`src/rtl/decoder_scan_seq.sv`:
```
// Scan sequencer for a 3-to-8 decoder: walks the enabled outputs in ascending order,
// holding each for DWELL cycles with an optional E-low blanking gap before each select.
module decoder_scan_seq #(
   parameter int unsigned DWELL     = 4,
   parameter int unsigned BLANK_CYC = 1,
   parameter int unsigned CNT_W     = 8
) (
   input  logic       clka,
   input  logic       rst_n,
   input  logic       start,
   input  logic       stop,
   input  logic       continuous,
   input  logic [7:0] mask,
   output logic       E,
   output logic [2:0] In,
   output logic       busy,
   output logic       done
);

   typedef enum logic [1:0] {StIdle, StBlank, StScan} state_e;

   localparam bit               HasBlank  = (BLANK_CYC > 0);
   localparam logic [CNT_W-1:0] DwellLoad = CNT_W'(DWELL - 1);
   localparam logic [CNT_W-1:0] BlankLoad = HasBlank ? CNT_W'(BLANK_CYC - 1) : '0;
   // Every new select begins in BLANK, or goes straight to SCAN when blanking is disabled.
   localparam state_e           FirstSt   = HasBlank ? StBlank : StScan;
   localparam logic [CNT_W-1:0] FirstLoad = HasBlank ? BlankLoad : DwellLoad;

   state_e           state_q, state_d;
   logic [CNT_W-1:0] cnt_q, cnt_d;
   logic [7:0]       mask_q, mask_d;
   logic             cont_q, cont_d;
   logic [2:0]       in_q, in_d;
   logic             e_q, e_d;
   logic             busy_q, busy_d;
   logic             done_q, done_d;

   logic [2:0]       nxt_idx;
   logic             nxt_found;
   logic [2:0]       low_idx;

   // Lowest latched index strictly above the current one.
   always_comb begin
      nxt_idx   = '0;
      nxt_found = 1'b0;
      for (int i = 7; i >= 0; i--) begin
         if (mask_q[i] && (i > int'(in_q))) begin
            nxt_idx   = 3'(i);
            nxt_found = 1'b1;
         end
      end
   end

   // Lowest set bit of the live mask input, used at every latch point.
   always_comb begin
      low_idx = '0;
      for (int i = 7; i >= 0; i--) begin
         if (mask[i]) begin
            low_idx = 3'(i);
         end
      end
   end

   always_comb begin
      state_d = state_q;
      cnt_d   = cnt_q;
      mask_d  = mask_q;
      cont_d  = cont_q;
      in_d    = in_q;
      done_d  = 1'b0;

      case (state_q)
         StIdle: begin
            if (start && !stop && (mask != 8'h00)) begin
               mask_d  = mask;
               cont_d  = continuous;
               in_d    = low_idx;
               state_d = FirstSt;
               cnt_d   = FirstLoad;
            end
         end
         StBlank: begin
            if (stop) begin
               state_d = StIdle;
               cnt_d   = '0;
            end else if (cnt_q == '0) begin
               state_d = StScan;
               cnt_d   = DwellLoad;
            end else begin
               cnt_d = cnt_q - 1'b1;
            end
         end
         StScan: begin
            if (stop) begin
               state_d = StIdle;
               cnt_d   = '0;
            end else if (cnt_q != '0) begin
               cnt_d = cnt_q - 1'b1;
            end else if (nxt_found) begin
               in_d    = nxt_idx;
               state_d = FirstSt;
               cnt_d   = FirstLoad;
            end else if (cont_q && (mask != 8'h00)) begin
               mask_d  = mask;
               in_d    = low_idx;
               state_d = FirstSt;
               cnt_d   = FirstLoad;
               done_d  = 1'b1;
            end else begin
               state_d = StIdle;
               cnt_d   = '0;
               done_d  = 1'b1;
            end
         end
         default: begin
            state_d = StIdle;
            cnt_d   = '0;
         end
      endcase

      e_d    = (state_d == StScan);
      busy_d = (state_d != StIdle);
   end

   always_ff @(posedge clka or negedge rst_n) begin
      if (!rst_n) begin
         state_q <= StIdle;
         cnt_q   <= '0;
         mask_q  <= '0;
         cont_q  <= 1'b0;
         in_q    <= '0;
         e_q     <= 1'b0;
         busy_q  <= 1'b0;
         done_q  <= 1'b0;
      end else begin
         state_q <= state_d;
         cnt_q   <= cnt_d;
         mask_q  <= mask_d;
         cont_q  <= cont_d;
         in_q    <= in_d;
         e_q     <= e_d;
         busy_q  <= busy_d;
         done_q  <= done_d;
      end
   end

   assign E    = e_q;
   assign In   = in_q;
   assign busy = busy_q;
   assign done = done_q;

endmodule

```
`config.mk`:
```
export PLATFORM = sky130hd
export DESIGN_NAME = decoder_scan_seq
export DESIGN_NICKNAME = d
export VERILOG_FILES = /design/src/rtl/decoder_scan_seq.sv
export SDC_FILE = /design/constraint.sdc
export NUM_CORES = 1
export LEC_CHECK = 0
export BUFFER_PORTS_ARGS = -buffer_cell sky130_fd_sc_hd__buf_4
export CAP_MARGIN = 20
export CORE_MARGIN = 1
export CORE_UTILIZATION = 45
export DETAILED_ROUTE_END_ITERATION = 16
export GPL_ROUTABILITY_DRIVEN = 0
export PLACE_DENSITY = 0.61
export SYNTH_ARGS = -nofsm -noshare
export SYNTH_HDL_FRONTEND = slang
export SYNTH_SLANG_ARGS = --single-unit
```
`constraint.sdc`:
```
create_clock -name clka -period 4.3 [get_ports clka]
set_clock_uncertainty 0.2 [all_clocks]
set_input_delay 0.86 -clock clka [delete_from_list [all_inputs] [get_ports clka]]
set_output_delay 0.86 -clock clka [all_outputs]
set_load 0.005 [all_outputs]
```
==> results of run 1 <==
==> cell type report <==
type                            instances  area (µm²)
Tap cell                               44        55.1
Multi-Input combinational cell        116         852
Clock buffer                            4        36.3
Sequential cell                        24         601
Fill cell                             306        1410
Inverter                               11        41.3
Timing Repair Buffer                   18         135
==> metal layers <==
layer | wire length [µm] | vias up
li1 | - | 599
met1 | 1570 | 564
met2 | 1430 | 33
met3 | 162 | 5
met4 | 37 | 0
met5 | 0 | -
==> worst register-to-register path, delay by kind of cell, from the launching register on <==
kind	cells	cell delay, ns
mux	1	0.38
flops	1	0.46
simple gates	3	0.93
compound gates	2	0.43
==> cells in the final DEF, fill, tap and decap left out, types with 2 or more instances in the layout <==
master / netlist / final
dfrtp_1: 24 / 24
buf_4: 1 / 18
nor2_1: 14 / 14
inv_1: 11 / 11
o21ai_0: 11 / 11
mux2_2: 9 / 9
nand2_1: 8 / 8
a21oi_1: 6 / 6
ha_1: 6 / 6
mux2i_1: 5 / 5
nor4_1: 4 / 4
nor2b_1: 4 / 4
nor3_1: 4 / 4
or3_1: 3 / 3
xnor2_1: 3 / 3
clkbuf_4: 0 / 3
or4_4: 2 / 2
and2_1: 2 / 2
nor3b_1: 2 / 2
o21ai_2: 2 / 2
a31oi_1: 2 / 2
and4_1: 2 / 2
nand2b_1: 2 / 2
xor2_1: 2 / 2
o31ai_1: 2 / 2
==> cells by family (layout without fill, tap and decap cells) <==
group | after synthesis | in the layout | share of synthesized area
mux | 14 | 14 | 0.0998
flops | 24 | 24 | 0.396
compound gates | 40 | 40 | 0.197
buf+inv | 14 | 33 | 0.0429
fa+ha+maj | 6 | 6 | 0.0495
xor+xnor | 5 | 5 | 0.0289
simple gates | 51 | 51 | 0.186
==> worst max-delay path by stage <==
stage,start,end,cells past startpoint
after floorplan,mask[2],mask_q[1]$_DFFE_PN0P_,5
after global placement,mask[2],mask_q[6]$_DFFE_PN0P_,6
after detailed placement,mask[2],mask_q[6]$_DFFE_PN0P_,6
after CTS,mask[2],mask_q[6]$_DFFE_PN0P_,6
after global routing,cnt_q[2]$_DFFE_PN0P_,In[0]$_DFFE_PN0P_,6
final,mask[2],mask_q[6]$_DFFE_PN0P_,6
==> power groups by stage <==
| stage | clock (mW) | sequential (mW) | combinational (mW) |
|---|---|---|---|
| CTS | 0.127 | 0.432 | 0.642 |
| global placement | 0 | 0.433 | 0.623 |
| finish | 0.123 | 0.433 | 0.643 |
| global route | 0.133 | 0.448 | 0.719 |
| floorplan | 0 | 0.395 | 0.531 |
| detailed placement | 0 | 0.437 | 0.639 |
==> per-stage QoR <==
| stage | utilization | instance area [µm²] | setup slack (ns) | power, mW | hold slack, ns |
|---|---|---|---|---|---|
| global placement | 0.538 | 1680 | 1.45 | 1.06 | 0.306 |
| global route | 0.550 | 1720 | 1.60 | 1.30 | 0.213 |
| CTS | 0.550 | 1720 | 1.76 | 1.20 | 0.211 |
| finish | 0.550 | 1720 | 1.75 | 1.20 | 0.209 |
| floorplan | - | 1520 | 1.66 | 0.925 | 0.276 |
| detailed placement | 0.538 | 1680 | 1.40 | 1.08 | 0.300 |
==> registers in the layout, indices dropped and copies added (netlist names) <==
| signal | cells |
|---|---|
| busy | 1 |
| E | 1 |
| mask_q | 7 |
| cnt_q | 8 |
| In | 3 |
| done | 1 |
| cont_q | 1 |
| state_q | 2 |
==> out/summary.log, run 1 <==
[synth] distinct cell type count after synthesis 47
[floorplan] I/O pin count 19
[sta] minimum clock period 2.55 ns
[setup_path] largest fanout of any net on the critical path 7
[synth] share of synthesized flip-flops with an asynchronous set or reset 1.00
[layout] area overhead of the layout relative to synthesis 13.4%
[detailed_routing] wirelength, routed 3200 µm
[place] placed wire-length estimate 2490 µm
[sta] Max-slew headroom 0.576
[detailed_routing] First-pass DRT Iterations 4
[synth] top cell type by total area after synthesis dfrtp_1
[global_route] GR Layer Usage met2 0.311
[synth] EDFF count, synth 0
[sta] final hold vios 0
[floorplan] initial core utilization 0.485
[synth] leading cell types by count after synthesis 24 x dfrtp_1, 14 x nor2_1, 11 x inv_1, 11 x o21ai_0, 9 x mux2_2
[pwr] Combinational Power Share 0.536
[global_route] global-route layer with the greatest usage met2
[pwr] share of total power in sequential cells 0.361
[worst_hold_path] hold crit path type input pin to async pin
[clocking] Resized cells post-CTS 0
[setup_path] largest stage delay on the critical path 0.57 ns
[setup_path] critical path data required time 4.32 ns
[synth] Net Count, Synth 173
[setup_path] Worst Reg2Reg Path Length in Cells 6
[floorplan] Die Wd 60.1 µm
[status] outcome complete, no violations
[setup_path] Arr. time, crit path 2.57 ns
[pwr] Net Sw Power 520 µW
[global_route] global-route wire length before repair 5310 µm
[synth] synthesized cell area 1520 µm²
[clocking] clock latency on the worst-skew pair 0.32 ns
[clocking] CTS Root Cell clkbuf_4
[setup_path] Crit path max-delay family compound AO/OA/AOI/OAI gates
[pwr] part of the total power dissipated in the clock network 0.102
[place] port bufs 18
[setup_path] critical register-to-register path endpoint In[0]$_DFFE_PN0P_
[layout] post-route insts no fill 217
[clocking] setup bufs post-CTS 0
[detailed_routing] vias post-DR 1201
[layout] net total in the final layout 193
[detailed_routing] count of routing violations after the opening detailed-route iteration 38
[setup_path] Setup crit start kind input pin
[pwr] power density relative to cell area 696 nW/µm²
[clocking] CTS tree yes
[global_route] global-route usage over all layers 0.199
[setup_path] launch instance of the worst register-to-register path cnt_q[2]$_DFFE_PN0P_
[synth] per-instance average area after synthesis 9.86 µm²
[clocking] clock-pin transition on the worst setup and hold timing paths 0.14 ns
[sta] top achievable clock speed 392 MHz
[detailed_routing] total DRC errors in the routed layout 0
[synth] sequential element share of the synthesized area 0.396
[setup_path] kind of end point of the critical path register
[floorplan] Core Region 3130 µm²
[global_route] met1 GRT Util 0.284
[synth] most numerous cell in the Yosys netlist dfrtp_1
[sta] fin crit share 0.593
[global_route] maximum number of pins on one net before global-route repair 25
[synth] fraction of post-synthesis cell area in the top cell type by area 0.396
[pwr] net switching share of the total power 0.434
[setup_path] register-to-register setup slack 1.79 ns
[detailed_routing] antenna viol nets, final 0
[floorplan] die boundary height 60.1 µm
[global_route] GR Overflow Total 0
[layout] fraction of layout cells with a size suffix above 1 0.231
[synth] main area contributors after synthesis dfrtp_1 40%, mux2_2 6.7%, ha_1 4.9%
[pwr] IR Drop Worst-Case VDD 0.000326 V
[setup_path] list of cells traversed by the critical path buf_4, or4_4, o2111ai_4, o21ai_0, o21ai_2, mux2_2
[sta] Worst Tran Pin Value 0.631 ns
[sta] Setup-failing EPs final 0
[sta] Total Negative Setup Slacks 0 ns
[clocking] number of buffers added to fix hold violations after cts 0
[clocking] Max Root-Sink Buffers 2
[setup_path] slowest library cell on the worst path or4_4
[sta] number of max-slew violations in the final report 0
[clocking] cts bufs inserted 3
[clocking] Clock Sinks 24
[clocking] H-tree depth reported by CTS 1
[global_route] antenna violations before repair 0
[synth] Synth Flop Type dfrtp_1
[setup_path] critical path start-end classification input pin to register
[detailed_routing] routed len/inst 14.7 µm
[global_route] met3 GRT Util 0.0216
[layout] antenna cells 0
[synth] #FFs+latches synth 24
[synth] Synthesis Warnings 0
[floorplan] total number of placement rows 20
[detailed_routing] average vias per placed instance 5.53
[run] reported max-cap violation count 0
[global_route] via count of the first global-routing pass 1161
[floorplan] die area 3610 µm²
[synth] count of mapped cells out of synthesis 154
[pwr] cell internal pwr 678 µW
[pwr] Pleak 0.739 nW
[setup_path] total buffers and inverters traversed by the critical path 1
[sta] unrepaired setup endpoints after global routing no
[place] count of placed standard cells including taps 213
No activity file was read; power rests on OpenSTA's default activity.
==> run 2, diff against run 1 <==
--- a/config.mk
+++ b/config.mk
@@ -5,6 +5,7 @@
 export SDC_FILE = /design/constraint.sdc
 export NUM_CORES = 1
 export LEC_CHECK = 0
+export ABC_AREA = 1
 export BUFFER_PORTS_ARGS = -buffer_cell sky130_fd_sc_hd__buf_4
 export CAP_MARGIN = 20
 export CORE_MARGIN = 1
==> constraint.sdc (replaced) <==
create_clock -name clka -period 2.5 [get_ports clka]
set_clock_uncertainty 0.2 [all_clocks]
set_input_delay 0.5 -clock clka [delete_from_list [all_inputs] [get_ports clka]]
set_output_delay 0.5 -clock clka [all_outputs]
set_load 0.005 [all_outputs]
==> run 2 against run 1 <==
Synthesized cell count is 40% higher. Cell count grew 30%. Worst hold slack worse by 0.0019 ns. Count of clock-buffer cells in the layout decreased by 1.
==> out/summary.log, run 2 <==
[status] outcome complete, no violations
[floorplan] Die Wd 60.2 µm
[pwr] Net Sw Power 1.03 mW
[place] post-placement setup slack 0.405 ns
[pwr] Combinational Power Share 0.572
[clocking] H-tree depth reported by CTS 1
[pwr] Pleak 0.954 nW
[sta] number of max-slew violations in the final report 0
[clocking] clock-pin transition on the worst setup and hold timing paths 0.15 ns
[setup_path] register-to-register setup slack 0.43 ns
[pwr] power density relative to cell area 1250 nW/µm²
[synth] main area contributors after synthesis dfrtp_1 39%, nand2_1 15%, inv_1 7.4%
[pwr] share of total power in sequential cells 0.298
[sta] fin crit share 0.828
[detailed_routing] antenna viol nets, final 0
[pwr] cell internal pwr 1.19 mW
[synth] sequential element share of the synthesized area 0.394
[place] port bufs 18
[setup_path] largest stage delay on the critical path 0.44 ns
[synth] Synth Flop Type dfrtp_1
[detailed_routing] First-pass DRT Iterations 4
[sta] Worst Tran Pin Value 0.392 ns
[pwr] part of the total power dissipated in the clock network 0.130
[synth] Net Count, Synth 234
[pwr] IR Drop Worst-Case VDD 0.000424 V
[layout] area overhead of the layout relative to synthesis 16.6%
[detailed_routing] total DRC errors in the routed layout 0
[setup_path] list of cells traversed by the critical path inv_1, ha_1, inv_2, nor2_1, inv_1, o21ai_0, nand2_2, inv_2, nand2_4, nand2_1, nand2_1
[synth] per-instance average area after synthesis 7.09 µm²
[sta] post-route setup slack 0.431 ns
[floorplan] I/O pin count 19
[setup_path] critical register-to-register path endpoint mask_q[5]$_DFFE_PN0P_
[detailed_routing] vias post-DR 1387
[run] reported max-cap violation count 0
[floorplan] die area 3630 µm²
[clocking] Resized cells post-CTS 0
[sta] Max-slew headroom 0.736
[clocking] cts bufs inserted 3
[setup_path] kind of end point of the critical path register
[floorplan] initial core utilization 0.488
[floorplan] die boundary height 60.2 µm
[sta] unrepaired setup endpoints after global routing no
[synth] distinct cell type count after synthesis 25
[setup_path] capturing element of the worst setup path mask_q[5]$_DFFE_PN0P_
[sta] top achievable clock speed 483 MHz
[layout] final core occ 0.568
[worst_hold_path] startpoint of the tightest hold check path continuous
[synth] synthesized cell area 1530 µm²
[clocking] clock latency on the worst-skew pair 0.32 ns
[setup_path] Setup crit start kind register
[setup_path] largest fanout of any net on the critical path 8
[clocking] CTS tree yes
[synth] Synthesis Warnings 0
[synth] share of synthesized flip-flops with an asynchronous set or reset 1.00
[synth] EDFF count, synth 0
[global_route] global-route wire length before repair 5570 µm
[floorplan] Core Region 3130 µm²
[global_route] GR Overflow Total 0
[setup_path] Arr. time, crit path 2.09 ns
[clocking] CTS Root Cell clkbuf_4
[setup_path] launch instance of the worst register-to-register path state_q[0]$_DFF_PN0_
[clocking] Clock Sinks 24
[layout] fraction of layout cells with a size suffix above 1 0.168
[synth] leading cell types by count after synthesis 62 x nand2_1, 30 x inv_1, 24 x dfrtp_1
[detailed_routing] wirelength, routed 3210 µm
[layout] post-route insts no fill 282
[clocking] setup bufs post-CTS 0
[place] count of placed standard cells including taps 277
[setup_path] critical path data required time 2.52 ns
[setup_path] Worst Reg2Reg Path Length in Cells 11
[setup_path] critical path start-end classification register to register
[global_route] via count of the first global-routing pass 1309
[synth] fraction of post-synthesis cell area in the top cell type by area 0.394
[layout] most common cell after layout, fill and taps aside nand2_1
[layout] antenna cells 0
[clocking] Max Root-Sink Buffers 2
[synth] top cell type by total area after synthesis dfrtp_1
[pwr] sum of internal, switching and leakage power 2.22 mW
[floorplan] total number of placement rows 20
[synth] most numerous cell in the Yosys netlist nand2_1
[pwr] net switching share of the total power 0.464
[sta] final hold vios 0
[sta] Setup-failing EPs final 0
[setup_path] worst setup path start state_q[0]$_DFF_PN0_
[synth] count of mapped cells out of synthesis 215
[sta] minimum clock period 2.07 ns
[layout] most flop-heavy register cnt_q
[layout] number of flip-flops under the largest register name 8
[global_route] global-route usage over all layers 0.205
[layout] net total in the final layout 258
[layout] leading cell types in the layout, fill and taps excluded 62 x nand2_1, 30 x inv_1, 24 x dfrtp_1, 23 x nor2_1, 22 x nand3_1
[global_route] antenna violations before repair 0
[global_route] maximum number of pins on one net before global-route repair 25
[detailed_routing] count of routing violations after the opening detailed-route iteration 69
[worst_hold_path] hold crit path type input pin to register
[setup_path] slowest library cell on the worst path dfrtp_1
[sta] Total Negative Setup Slacks 0 ns
[detailed_routing] routed len/inst 11.4 µm
[synth] #FFs+latches synth 24
[detailed_routing] average vias per placed instance 4.92
[place] placed wire-length estimate 2550 µm
[run 2: cells by family (layout without fill, tap and decap cells)]
| kind of cell | count (synthesis) | in the layout | synth area share |
|---|---|---|---|
| AND/OR/NAND/NOR | 128 | 128 | 0.378 |
| buffers and inverters | 34 | 57 | 0.0837 |
| flip-flops | 24 | 24 | 0.394 |
| AO/OA/AOI/OAI | 22 | 22 | 0.0878 |
| adder cells (fa/ha/maj) | 6 | 6 | 0.0492 |
| multiplexers | 1 | 1 | 0.00738 |
[run 2: critical path: cells and delay by family, from the launching register on]
family	cells	cell delay, ns
fa+ha+maj	1	0.33
compound gates	1	0.10
simple gates	5	0.46
flops	1	0.44
buf+inv	4	0.45
[run 2: timing repair]
item                       CTS  global route
setup endpoints to repair    0             0
hold buffers                 1             0
hold endpoints to repair    24             0
[run 2: worst min path at each step]
stage | cells after the start | end | slack, ns
finish | 2 | cont_q$_DFFE_PN0P_ | 0.21
global route | 2 | cont_q$_DFFE_PN0P_ | 0.20
CTS | 2 | cont_q$_DFFE_PN0P_ | 0.20
detailed placement | 1 | mask_q[5]$_DFFE_PN0P_ | 0.22
global placement | 1 | mask_q[7]$_DFFE_PN0P_ | 0.21
floorplan | 0 | E$_DFF_PN0_ | 0.004
[run 2: layout make-up]
type                            instances  area, µm²
Fill cell                             327       1350
Clock buffer                            3       22.5
Inverter                               34        128
Timing Repair Buffer                   19        145
Clock inverter                          1       30.0
Multi-Input combinational cell        157        797
Sequential cell                        24        601
Tap cell                               44       55.1
[run 2: metal layers]
layer / vias up / routed length (µm) / track usage / share of wire
met1: 642 / 1730 / 0.300 / 0.54
li1: 719 / - / - / -
met3: 4 / 70 / 0.0260 / 0.022
met4: 0 / 34 / 0.0764 / 0.011
met5: - / 0 / 0 / 0
met2: 22 / 1380 / 0.306 / 0.43
[run 2: metrics by stage]
| stage | hold WS [ns] | instance area, µm² |
|---|---|---|
| finish | 0.207 | 1780 |
| global placement | 0.214 | 1720 |
| global route | 0.201 | 1780 |
| detailed placement | 0.219 | 1720 |
| CTS | 0.204 | 1780 |
| floorplan | 0.00441 | 1530 |
[run 2: power by group through the flow]
stage                     combinational, mW  clock [mW]  sequential [mW]
after floorplan                       0.998           0            0.643
after global placement                 1.24           0            0.668
after detailed placement               1.27           0            0.672
after CTS                              1.28       0.290            0.662
after global routing                   1.47       0.312            0.677
final                                  1.27       0.289            0.662
